File: config.mk
export PLATFORM = sky130hd
export DESIGN_NAME = iter_shifter
export DESIGN_NICKNAME = d
export VERILOG_FILES = /design/src/rtl/iter_shifter.sv
export SDC_FILE = /design/constraint.sdc
export NUM_CORES = 1
export LEC_CHECK = 0
export CORE_ASPECT_RATIO = 1.1
export CORE_UTILIZATION = 53
export CTS_BUF_LIST = sky130_fd_sc_hd__clkbuf_16
export CTS_CLUSTER_DIAMETER = 150
export DETAILED_ROUTE_END_ITERATION = 6
export PLACE_DENSITY = 0.82
export SLEW_MARGIN = 10
export SYNTH_ARGS = -nofsm -noshare
export SYNTH_HDL_FRONTEND = slang
export SYNTH_SLANG_ARGS = --single-unit
File: constraint.sdc
create_clock -name CLK -period 3.69 [get_ports CLK]
set_input_delay 0.738 -clock CLK [delete_from_list [all_inputs] [get_ports CLK]]
set_output_delay 0.738 -clock CLK [all_outputs]
set_load 0.02 [all_outputs]
File: src/rtl/iter_shifter.sv
// ----------------------------------------------------------------------------
// iter_shifter
//
// Multi-cycle barrel-free shifter. An accepted request is copied into a
// working register. That register then moves by at most STEP bit positions per
// clock until the requested amount has been applied. Five operations are
// supported: logical left/right, arithmetic right, rotate right and rotate
// left. Any other opcode finishes straight away with a zero result and the
// error flag set.
//
// Ports
//   CLK      in   1      sole clock, rising edge
//   reset    in   1      synchronous, active-low reset
//   start    in   1      request, only looked at while idle
//   flush    in   1      synchronous abort of an in-flight operation
//   op       in   3      000 SLL, 001 SRL, 010 SRA, 011 ROTR, 100 ROTL
//   operand  in   WIDTH  value to shift
//   shamt    in   SHW    shift amount
//   result   out  WIDTH  registered result, held until the next completion
//   done     out  1      one-cycle pulse; result/error valid
//   busy     out  1      high while an operation is running or completing
//   error    out  1      illegal opcode flag, held with result
//
// Timing: if start is accepted on edge E0, done is high in the cycle after
// edge E0+N. N = ceil(shamt/STEP)+1 for legal ops, and N = 1 for illegal ops.
// ----------------------------------------------------------------------------
module iter_shifter #(
  parameter  int WIDTH = 32,               // power of two, 8..64
  parameter  int STEP  = 1,                // 1, 2, 4 or 8 positions per cycle
  localparam int SHW   = $clog2(WIDTH)
) (
  input  logic             CLK,
  input  logic             reset,
  input  logic             start,
  input  logic             flush,
  input  logic [2:0]       op,
  input  logic [WIDTH-1:0] operand,
  input  logic [SHW-1:0]   shamt,
  output logic [WIDTH-1:0] result,
  output logic             done,
  output logic             busy,
  output logic             error
);

  typedef enum logic [1:0] {
    S_IDLE,
    S_RUN,
    S_DONE
  } state_e;

  typedef enum logic [2:0] {
    OP_SLL  = 3'b000,
    OP_SRL  = 3'b001,
    OP_SRA  = 3'b010,
    OP_ROTR = 3'b011,
    OP_ROTL = 3'b100
  } op_e;

  // The counter and the per-cycle step are one bit wider than shamt.
  // STEP can equal WIDTH (STEP=8 with WIDTH=8), so it needs the extra bit.
  localparam logic [SHW:0] STEP_W  = (SHW+1)'(STEP);
  localparam logic [SHW:0] WIDTH_W = (SHW+1)'(WIDTH);

  state_e           state;
  logic [2:0]       op_q;
  logic             illegal_q;
  logic [WIDTH-1:0] work_q;
  logic [SHW:0]     remaining_q;

  logic [SHW:0]     step_k;
  logic [WIDTH-1:0] work_next;

  // Shift val by k positions (0 < k <= STEP) using the captured operation.
  // SRA refills from the working MSB. That bit never changes during an
  // arithmetic shift, so it always equals the original operand's sign bit.
  function automatic logic [WIDTH-1:0] shift_by(
    input logic [2:0]       kind,
    input logic [WIDTH-1:0] val,
    input logic [SHW:0]     k
  );
    logic [WIDTH-1:0] out;
    out = val;
    case (kind)
      OP_SLL:  out = val << k;
      OP_SRL:  out = val >> k;
      OP_SRA:  out = $signed(val) >>> k;
      OP_ROTR: out = (val >> k) | (val << (WIDTH_W - k));
      OP_ROTL: out = (val << k) | (val >> (WIDTH_W - k));
      default: out = val;
    endcase
    return out;
  endfunction

  // NOTE: every signal driven from always_comb gets a value on every path,
  // so no latch can be inferred.
  always_comb begin
    step_k    = (remaining_q < STEP_W) ? remaining_q : STEP_W;
    work_next = shift_by(op_q, work_q, step_k);
  end

  // Single-process FSM with registered outputs. done and busy are loaded
  // together with the next state, so they are exact copies of the state
  // decode and carry no combinational path from the inputs.
  // NOTE: all sequential state uses non-blocking assignments, so every
  // register samples pre-edge values no matter what order the statements
  // are in.
  always_ff @(posedge CLK) begin
    if (!reset) begin
      // NOTE: the datapath registers are reset as well as the control
      // registers. This keeps the captured operands in a known state after
      // reset, and it costs nothing because there is no memory array here.
      state       <= S_IDLE;
      op_q        <= '0;
      illegal_q   <= 1'b0;
      work_q      <= '0;
      remaining_q <= '0;
      result      <= '0;
      error       <= 1'b0;
      done        <= 1'b0;
      busy        <= 1'b0;
    end else begin
      case (state)
        S_IDLE: begin
          done <= 1'b0;
          // flush beats start when both arrive together.
          if (start && !flush) begin
            op_q        <= op;
            illegal_q   <= (op > OP_ROTL);
            work_q      <= operand;
            remaining_q <= {1'b0, shamt};
            state       <= S_RUN;
            busy        <= 1'b1;
          end
        end

        S_RUN: begin
          if (flush) begin
            // Abort: result and error keep whatever the last completion left.
            state <= S_IDLE;
            busy  <= 1'b0;
          end else if (illegal_q) begin
            state  <= S_DONE;
            result <= '0;
            error  <= 1'b1;
            done   <= 1'b1;
          end else if (remaining_q == '0) begin
            state  <= S_DONE;
            result <= work_q;
            error  <= 1'b0;
            done   <= 1'b1;
          end else begin
            work_q      <= work_next;
            remaining_q <= remaining_q - step_k;
          end
        end

        S_DONE: begin
          // done has already been shown for this cycle. Any start seen now
          // is ignored, because the next state is IDLE without exception.
          state <= S_IDLE;
          done  <= 1'b0;
          busy  <= 1'b0;
        end

        default: begin
          state <= S_IDLE;
          done  <= 1'b0;
          busy  <= 1'b0;
        end
      endcase
    end
  end

endmodule

==> impl_metrics.csv <==
group,metric,value,unit
run_status,outcome,"completed",
synthesis,synthCells,579,
timing,hold_viol_final,0,
setup_path,cpPeakStageDelay,870,ps
setup_path,cp_num_buf_inv,1,
final_layout,fin_nets,664,
place,placed_cell_area,5250,sq um
synthesis,syn_area,4504,sq um
setup_path,slowest_stage,"ha_1",
floorplanning,start_util,55.73,%
synthesis,synth.distinct_cells,59,
detailed_routing,wirelength,14090,um
final_layout,fin_cells,731,
final_layout,drive_gt1_share,10.91,%
global_route,grt_pass1_wl,23250,um
clocking,cts_resized,0,
synthesis,ys_warn_count,0,
setup_path,worstPathCellList,"nor2_1 -> nand2_1 -> inv_2 -> ha_1 -> mux2_2 -> a221oi_1 -> nand3_1 -> a221oi_1 -> nor2_1",
clocking,cts_htree_levels,3,
global_route,grt_pass1_vias,4710,
place,gp_congestion,0.9326,
detailed_routing,drtIter0Drc,458,
floorplanning,row_count,34,
detailed_routing,num_vias,4838,
timing,min_period,3016,ps
setup_path,cp_max_fo,21,
final_layout,final_common_cell,"dfxtp_1",
clocking,cts_sinks,79,
final_layout,n_antenna_cell,0,
timing,clock_skew,6.162,ps
detailed_routing,first_pass_iters,5,
timing,slew_headroom,24.48,%
clocking,cts_setup_buffers,0,
clocking,cts_buffer_depth,2,
detailed_routing,via_per_inst,6.618,
power,p_leak,1.914,nW
power,ir_worst_vdd,0.3297,mV
setup_path,crit_type,"reg -> reg",
setup_path,required,3910,ps
timing,tns,0,ps
clocking,worst_skew_pair.late_latency,340,ps
global_route,antenna_found_initial,0,
synthesis,synthFlopType,"dfxtp_1",
setup_path,cp.arrival,3240,ps
place,portBuffers,78,
timing,setup_viol,0,
setup_path,worstSetupEndpointType,"flop",
global_route,grt_max_degree,42,
clocking,ctsHoldBuffers,0,
global_route,overflow,0,
final_layout,fillers,674,
setup_path,reg2reg_setup_slack,670,ps
final_layout,finish.instance_area,5549,sq um
place,dp_cells,715,
synthesis,postSynth.asyncResetShare,0,%
detailed_routing,wl_per_cell,19.27,um
detailed_routing,drc,0,
floorplanning,die-area,8872,sq um
floorplanning,fp.dieH,98.69,um
detailed_routing,antenna_left,0,
final_layout,multi_input_area,2625,sq um
final_layout,layout_common_cells,"dfxtp_1, clkdlybuf4s50_1, nor2_1",
synthesis,seq_area_frac_synth,35.11,%
final_layout,area_growth_syn_to_layout,23.19,%
floorplanning,ios,79,
floorplanning,core-area,8083,sq um
timing,tightest_slew,1128,ps
timing,whs,467.1,ps
clocking,root_buffer,"clkbuf_16",
clocking,clk_pin_slew,70,ps
place,hpwlAfterDp,9295,um
timing,slew_viol_final,0,
timing,period_share,81.72,%
power,p_per_area,440.8,nW/um^2
min_path,min_path_type,"reg -> reg",
clocking,tritoncts,"built",
synthesis,syn_area_per_cell,7.779,sq um
setup_path,timing.critical_path.max_delay_family,"adder cells",
timing,max_freq,331.6,MHz
setup_path,start_kind,"flop",
final_layout,regArea,1582,sq um
global_route,track_usage,32.51,%
synthesis,synth_edf_count,0,
job,maxCapViolations,0,
synthesis,synth_seq_cells,79,
power,p_total,2.446,mW
floorplanning,die_x,89.90,um
clocking,cts_buffers,9,
timing,rsz0062_at_grt,"false",
synthesis,synth_fp_nets,625,
==> power by group <==
group / leakage [nW] / internal (mW) / switching (mW)
Combinational: 1.13 / 0.233 / 0.322
Sequential: 0.644 / 0.895 / 0.0913
Clock: 0.139 / 0.525 / 0.379
==> stage by stage <==
step           setup WS [ps]  utilization (%)
6_report               674.4            68.65
5_1_grt                451.7            68.65
4_1_cts                737.8            68.65
3_5_place_dp           505.3            64.95
3_3_place_gp           576.2            64.95
2_1_floorplan          847.6                -
==> flip-flops by register name (all words and copies together) (netlist names) <==
register     cells
remaining_q      6
error            1
busy             1
state            2
done             1
illegal_q        1
work_q          32
result          32
op_q             3
==> routing by layer <==
layer / track usage [%] / wire (um)
met5: 0 / 0
met4: 16.38 / 552
met3: 7.099 / 1300
met2: 54.79 / 6694
met1: 39.30 / 5538
==> kinds of logic (layout without fill, tap and decap cells) <==
group	count (synthesis)	after routing	share of synthesized area [%]
AO/OA/AOI/OAI	210	210	31.17
AND/OR/NAND/NOR	192	192	19.42
flip-flops	79	79	35.11
buffers and inverters	71	115	6.805
multiplexers	24	24	6.861
adder cells (fa/ha/maj)	2	2	0.5555
other	1	1	0.08325
==> synthesized netlist by cell type, types with 4 or more instances <==
cell | number | area (sq um)
dfxtp_1 | 79 | 1582
nor2_1 | 78 | 292.8
a21oi_1 | 63 | 315.3
nand2_1 | 53 | 198.9
clkbuf_1 | 46 | 172.7
a22oi_1 | 37 | 277.8
o21ai_0 | 34 | 170.2
nand3_1 | 22 | 110.1
o211ai_1 | 16 | 120.1
mux2_2 | 15 | 168.9
a221oi_1 | 14 | 122.6
nor3_1 | 13 | 65.06
buf_2 | 11 | 55.05
inv_1 | 7 | 26.28
a211oi_1 | 6 | 45.04
a31oi_1 | 6 | 37.54
a2111oi_0 | 5 | 43.79
mux2i_1 | 5 | 50.05
mux4_2 | 4 | 90.09
nand4_1 | 4 | 25.02
nor2b_1 | 4 | 25.02
==> final cells by class <==
type,instances,share of cell area [%]
Clock buffer,9,4.059
Clock inverter,7,1.330
Inverter,8,0.5412
Multi-Input combinational cell,429,47.31
Sequential cell,79,28.50
Tap cell,108,2.435
Timing Repair Buffer,91,15.83
==> worst register-to-register path, delay by kind of cell (launching register included) <==
kind | cells | cell delay [ps]
compound gates | 2 | 700
fa+ha+maj | 1 | 870
buf+inv | 1 | 40
flops | 1 | 390
mux | 1 | 420
simple gates | 4 | 490
==> path summary, 6_finish.rpt <==
| path | from | end | cells after the start |
|---|---|---|---|
| hold / removal | done | done | 2 |
| setup / recovery | remaining_q[3] | work_q[16] | 9 |
| setup reg to reg | remaining_q[3] | work_q[16] | 9 |
| hold reg to reg | done | done | 2 |
(Power assumes the default switching activity.)
==> RTL edit 1, RTL diff (config.mk and constraints unchanged) <==
Set the parameter `WIDTH` to 16 (it was 32).
--- a/src/rtl/iter_shifter.sv
+++ b/src/rtl/iter_shifter.sv
@@ -26,5 +26,5 @@
 // ----------------------------------------------------------------------------
 module iter_shifter #(
-  parameter  int WIDTH = 32,               // power of two, 8..64
+  parameter  int WIDTH = 16,               // power of two, 8..64
   parameter  int STEP  = 1,                // 1, 2, 4 or 8 positions per cycle
   localparam int SHW   = $clog2(WIDTH)
Interface: changed (resized operand, result and shamt); port bits go from 79 to 46. No check against the original RTL was run, so the function may have changed too.
==> RTL edit 1 against the original RTL <==
  * Worst setup slack gained 0.12 ns
  * Routed wire length shrank 52%
  * Hold slack got worse by 0.012 ns
  * Power down 48%
  * Cell area decreased by 44%
  * Synthesized area fell by 45%
  * Largest cell class unchanged
  * Sequential cell count shrank 33
==> RTL edit 1: results (changes against the original RTL) <==
DP Cell Count = 382 (-47%)
post-synthesis compound-gate area fraction = 0.269 (-0.0430)
GR met2 Demand/Resource = 0.469 (-0.0790)
dpl cell area = 0.00294 sq mm (-44%)
routed wl met3 = 641 um (-51%)
xor and xnor area share after synthesis = 0.00355 (+0.00355)
sequential area share after synthesis = 0.373 (+0.0219)
Post-Synthesis Cells = 298 (-49%)
worst path arrival time = 3.07 ns (-0.17 ns)
Largest regs = result: 16 flops, work_q: 16 flops, remaining_q: 5 flops
library cells used by synthesis = 53 (-10%)
Vias = 2393 (-51%)
Post-Syn Nets = 327 (-48%)
CTS buffer count = 5 (-4)
clk_lat worst skew = 0.29 ns (-0.05 ns)
mux cell area share after synthesis = 0.0988 (+0.0302)
# port buffers = 45 (-42%)
routability congestion estimate = 0.878 (-5.8%)
WL/cell = 17.3 um (-10%)
GR Util met1 = 0.412 (+0.0193)
initial antenna violation count = 0 (unchanged)
ys async rst share = 0 (unchanged)
Synth Area in Adders = 0.0101 (+0.00458)
P_leak = 1.11 nW (-42%)
total wire length = 6750 um (-52%)
Crit Path Max Fanout = 9 (-57%)
CTS Buffer Depth = 2 (unchanged)
synth top area cells = dfxtp_1, a21oi_1, mux2i_1, nand2_1, nor2_1
first-pass GRT wire length = 11000 um (-53%)
Slew @ Worst Pin = 0.866 ns (-0.261 ns)
Iter 0 DRT Violations = 304 (-34%)
Worst VDD drop = 0.287 mV (-13%)
share of cells above drive strength 1 = 0.101 (-0.00796)
1st-pass router iterations = 4 (-1)
Highest Signal Layer = met4
list of most frequent post-synthesis cells = dfxtp_1, nand2_1, nor2_1, a21oi_1, clkbuf_1
vias in the first global route = 2175 (-54%)
met3 usage = 0.0528 (-0.0182)
Clock transition at path regs = 0.06 ns
Tightest Hold Check Type = reg -> reg
hpwl dp = 4740 um (-49%)
Nets = 364 (-45%)
clock skew = 0.00483 ns (-0.00133 ns)
M1 WL = 2820 um (-49%)
H-tree Lvls = 2 (-1)
Layout fillers = 369 (-45%)
met2 WL post-DR = 3160 um (-53%)
root buffer cell = clkbuf_16
GRT Total Usage = 0.301 (-0.0242)
Ant. Diodes = 0 (unchanged)
status = complete, no violations
post-CTS setup buffers = 0 (unchanged)
Ys Warns = 0 (unchanged)
largest net degree at the start of global routing = 25 (-40%)
-- RTL edit 1: path summary, 6_finish.rpt --
check             slack [ns]  cells past startpoint                       to                   startpoint
hold reg to reg         0.46                      2   result[3]$_SDFFE_PN0P_       result[3]$_SDFFE_PN0P_
setup / recovery        0.80                      9  work_q[12]$_SDFFE_PN0P_  remaining_q[1]$_SDFFE_PN0P_
setup reg to reg        0.80                      9  work_q[12]$_SDFFE_PN0P_  remaining_q[1]$_SDFFE_PN0P_
hold / removal          0.46                      2   result[3]$_SDFFE_PN0P_       result[3]$_SDFFE_PN0P_
-- RTL edit 1: stage by stage --
step                      setup slack [ns]   util
after CTS                            0.820  0.707
final                                0.796  0.707
after detailed placement             0.845  0.672
after global routing                 0.593  0.707
after global placement               0.875  0.672
after floorplan                      0.718      -
-- RTL edit 1: kinds of logic (layout without fill, tap and decap cells) --
family,Yosys count,after routing
fa+ha+maj,2,2
xor+xnor,1,1
mux,21,21
simple gates,97,97
compound gates,97,97
buf+inv,33,71
other cells,1,1
flops,46,46
-- RTL edit 1: cell type report --
class	count	area share
Timing Repair Buffer	54	0.167
Multi-Input combinational cell	219	0.453
Sequential cell	46	0.298
Clock inverter	3	0.00809
Inverter	9	0.0117
Tap cell	54	0.0218
Clock buffer	5	0.0404
-- RTL edit 1: power by group --
group          internal (mW)  switching [mW]  leakage [nW]
logic                  0.122           0.145         0.667
registers              0.519          0.0369         0.373
clock network          0.255           0.200        0.0704
-- RTL edit 1: worst max-delay path: stages (launching register included) --
cell       delay, ns
dfxtp_1         0.37
or4_1           0.67
or2_1           0.31
inv_4           0.06
ha_1            0.32
mux2_2          0.31
a2111oi_0       0.41
a211oi_1        0.11
a21oi_1         0.14
a21oi_1         0.08
==> RTL edit 2, RTL diff (same settings) <==
Without the edit above. Register the output `result` once more, cleared by the reset; this adds one clock of latency there. The other outputs are not delayed to match. Comments in the files are not updated.
--- a/src/rtl/iter_shifter.sv
+++ b/src/rtl/iter_shifter.sv
@@ -62,4 +62,6 @@
   localparam logic [SHW:0] WIDTH_W = (SHW+1)'(WIDTH);
 
+  logic [WIDTH-1:0] result_s0;
+
   state_e           state;
   logic [2:0]       op_q;
@@ -115,5 +117,5 @@
       work_q      <= '0;
       remaining_q <= '0;
-      result      <= '0;
+      result_s0   <= '0;
       error       <= 1'b0;
       done        <= 1'b0;
@@ -141,10 +143,10 @@
           end else if (illegal_q) begin
             state  <= S_DONE;
-            result <= '0;
+            result_s0 <= '0;
             error  <= 1'b1;
             done   <= 1'b1;
           end else if (remaining_q == '0) begin
             state  <= S_DONE;
-            result <= work_q;
+            result_s0 <= work_q;
             error  <= 1'b0;
             done   <= 1'b1;
@@ -172,4 +174,12 @@
   end
 
+  always_ff @(posedge CLK) begin
+    if (!reset) begin
+      result <= '0;
+    end else begin
+      result <= result_s0;
+    end
+  end
+
 endmodule
 
Check against the original RTL: not equivalent (Yosys sat finds a counterexample within 4 cycles, from zero or initial values and one cycle with reset low).
==> RTL edit 2 against the original RTL <==
  * Via count shrank 0.52%
  * Sequential cell count up 32
  * Cell area is 14% higher
  * Synthesized cell count increased by 3.8%
  * Power rose by 11%
  * Critical endpoint is now work_q[13]$_SDFFE_PN0P_
  * Worst setup slack lost 0.072 ns
  * Clock skew grew 0.0041 ns
  * Clock power rose by 2%
  * Routed wire length is 4.7% lower
  * Synthesized area up 18%
==> RTL edit 2: results (changes against the original RTL) <==
Rel. slew slack = 0.202 (-0.0426)
root buffer cell = clkbuf_16
Yosys top cell by area = dfxtp_1
largest net degree at the start of global routing = 60 (+43%)
Post-Syn Nets = 647 (+3.5%)
H-tree Lvls = 3 (unchanged)
Crit Path Max Fanout = 10 (-52%)
clk_lat worst skew = 0.35 ns
post-CTS setup buffers = 0 (unchanged)
# port buffers = 78 (unchanged)
DR vias/cell = 6.35 (-4.1%)
total wire length = 13400 um (-4.7%)
sequential area share after synthesis = 0.419 (+0.0683)
Iter 0 DRT Violations = 334 (-27%)
Worst VDD drop = 0.267 mV (-19%)
1st-pass router iterations = 6 (+1)
hpwl dp = 8880 um (-4.5%)
vias in the first global route = 4442 (-5.7%)
CTS resizes = 0 (unchanged)
Nets = 683 (+2.9%)
Crit-path slowest cell = nand4b_1
Ant. Diodes = 0 (unchanged)
clock skew = 0.0102 ns (+0.00409 ns)
share of cells above drive strength 1 = 0.0998 (-0.00931)
Layout fillers = 780 (+16%)
GRT Total Usage = 0.260 (-0.0650)
status = complete, no violations
routability congestion estimate = 0.916 (-1.8%)
Ys Warns = 0 (unchanged)
delay-heaviest family, CP = simple AND/OR/NAND/NOR gates
DP Cell Count = 743 (+3.9%)
Clock transition at path regs = 0.08 ns
synth top area cells = dfxtp_1, a21oi_1, a22o_1, and2_1, o211ai_1
Post-Synthesis Cells = 601 (+3.8%)
initial antenna violation count = 0 (unchanged)
critical path's largest stage delay = 0.50 ns (-0.37 ns)
Largest regs = result: 32 flops, result_s0: 32 flops, work_q: 32 flops
Vias = 4813 (-0.52%)
CTS Buffer Depth = 2 (unchanged)
ys async rst share = 0 (unchanged)
Tightest Hold Check Type = reg -> reg
P_leak = 2.25 nW (+18%)
CTS buffer count = 9 (unchanged)
post-route ant nets = 0 (unchanged)
library cells used by synthesis = 67 (+14%)
list of most frequent post-synthesis cells = dfxtp_1, a21oi_1, nand2_1, nor2_1, and2_1
first-pass GRT wire length = 21900 um (-5.9%)
-- RTL edit 2: changes by cell type after synthesis, sizes merged, moves of 6 or more --
cell	change
and2	+32
o211ai	+8
buf	+15
a22oi	-28
a22o	+32
a221oi	-10
nor2	-41
dfxtp	+32
nand3	-7
nor3	-6
mux2i	+10
clkbuf	-15
nand2	-7
o2bb2ai	+6
-- RTL edit 2: path summary, 6_finish.rpt --
path | to | slack, ns | cells past startpoint | from
worst min register to register | result[9]$_SDFF_PN0_ | 0.45 | 1 | result_s0[9]$_SDFFE_PN0P_
worst min-delay path | result[9]$_SDFF_PN0_ | 0.45 | 1 | result_s0[9]$_SDFFE_PN0P_
worst max register to register | work_q[13]$_SDFFE_PN0P_ | 0.60 | 10 | remaining_q[1]$_SDFFE_PN0P_
worst max-delay path | work_q[13]$_SDFFE_PN0P_ | 0.60 | 10 | remaining_q[1]$_SDFFE_PN0P_
-- RTL edit 2: cell families (layout without fill, tap and decap cells) --
kind of cell             count (synthesis)  in the layout  synth area share
other                                    1              1          0.000708
buffers and inverters                   67            107            0.0590
AO/OA/AOI/OAI                          230            230             0.303
AND/OR/NAND/NOR                        162            162             0.156
flip-flops                             111            111             0.419
XOR/XNOR                                 1              1           0.00165
adder cells (fa/ha/maj)                  2              2           0.00472
multiplexers                            27             27            0.0560
-- RTL edit 2: final cells by class --
type,instances,share of cell area
inverter,4,0.00238
clock inverter,6,0.00874
clock buffer,9,0.0357
sequential,111,0.353
tap,117,0.0232
timing repair buffer,88,0.135
multi-input combinational,423,0.442
-- RTL edit 2: stage by stage --
stage	power [mW]	cell area, sq um	setup slack [ns]
floorplan	1.67	5300	1.07
global placement	1.79	6020	0.561
detailed placement	1.80	6020	0.464
CTS	2.71	6300	0.696
global route	2.82	6300	0.332
finish	2.71	6300	0.602
-- RTL edit 2: power breakdown --
group / total, mW / switching, mW / internal (mW) / leakage [nW]
clock: 0.923 / 0.457 / 0.467 / 0.132
sequential: 1.32 / 0.0809 / 1.24 / 0.901
combinational: 0.473 / 0.270 / 0.203 / 1.22
-- RTL edit 2: layer usage --
metal | up-vias | routed length, um | share of wire | track usage
met1 | 2249 | 5720 | 0.43 | 0.334
met2 | 250 | 6420 | 0.48 | 0.426
met3 | 42 | 927 | 0.069 | 0.0541
li1 | 2272 | - | - | -
met4 | 0 | 361 | 0.027 | 0.111
met5 | - | 0 | 0 | 0
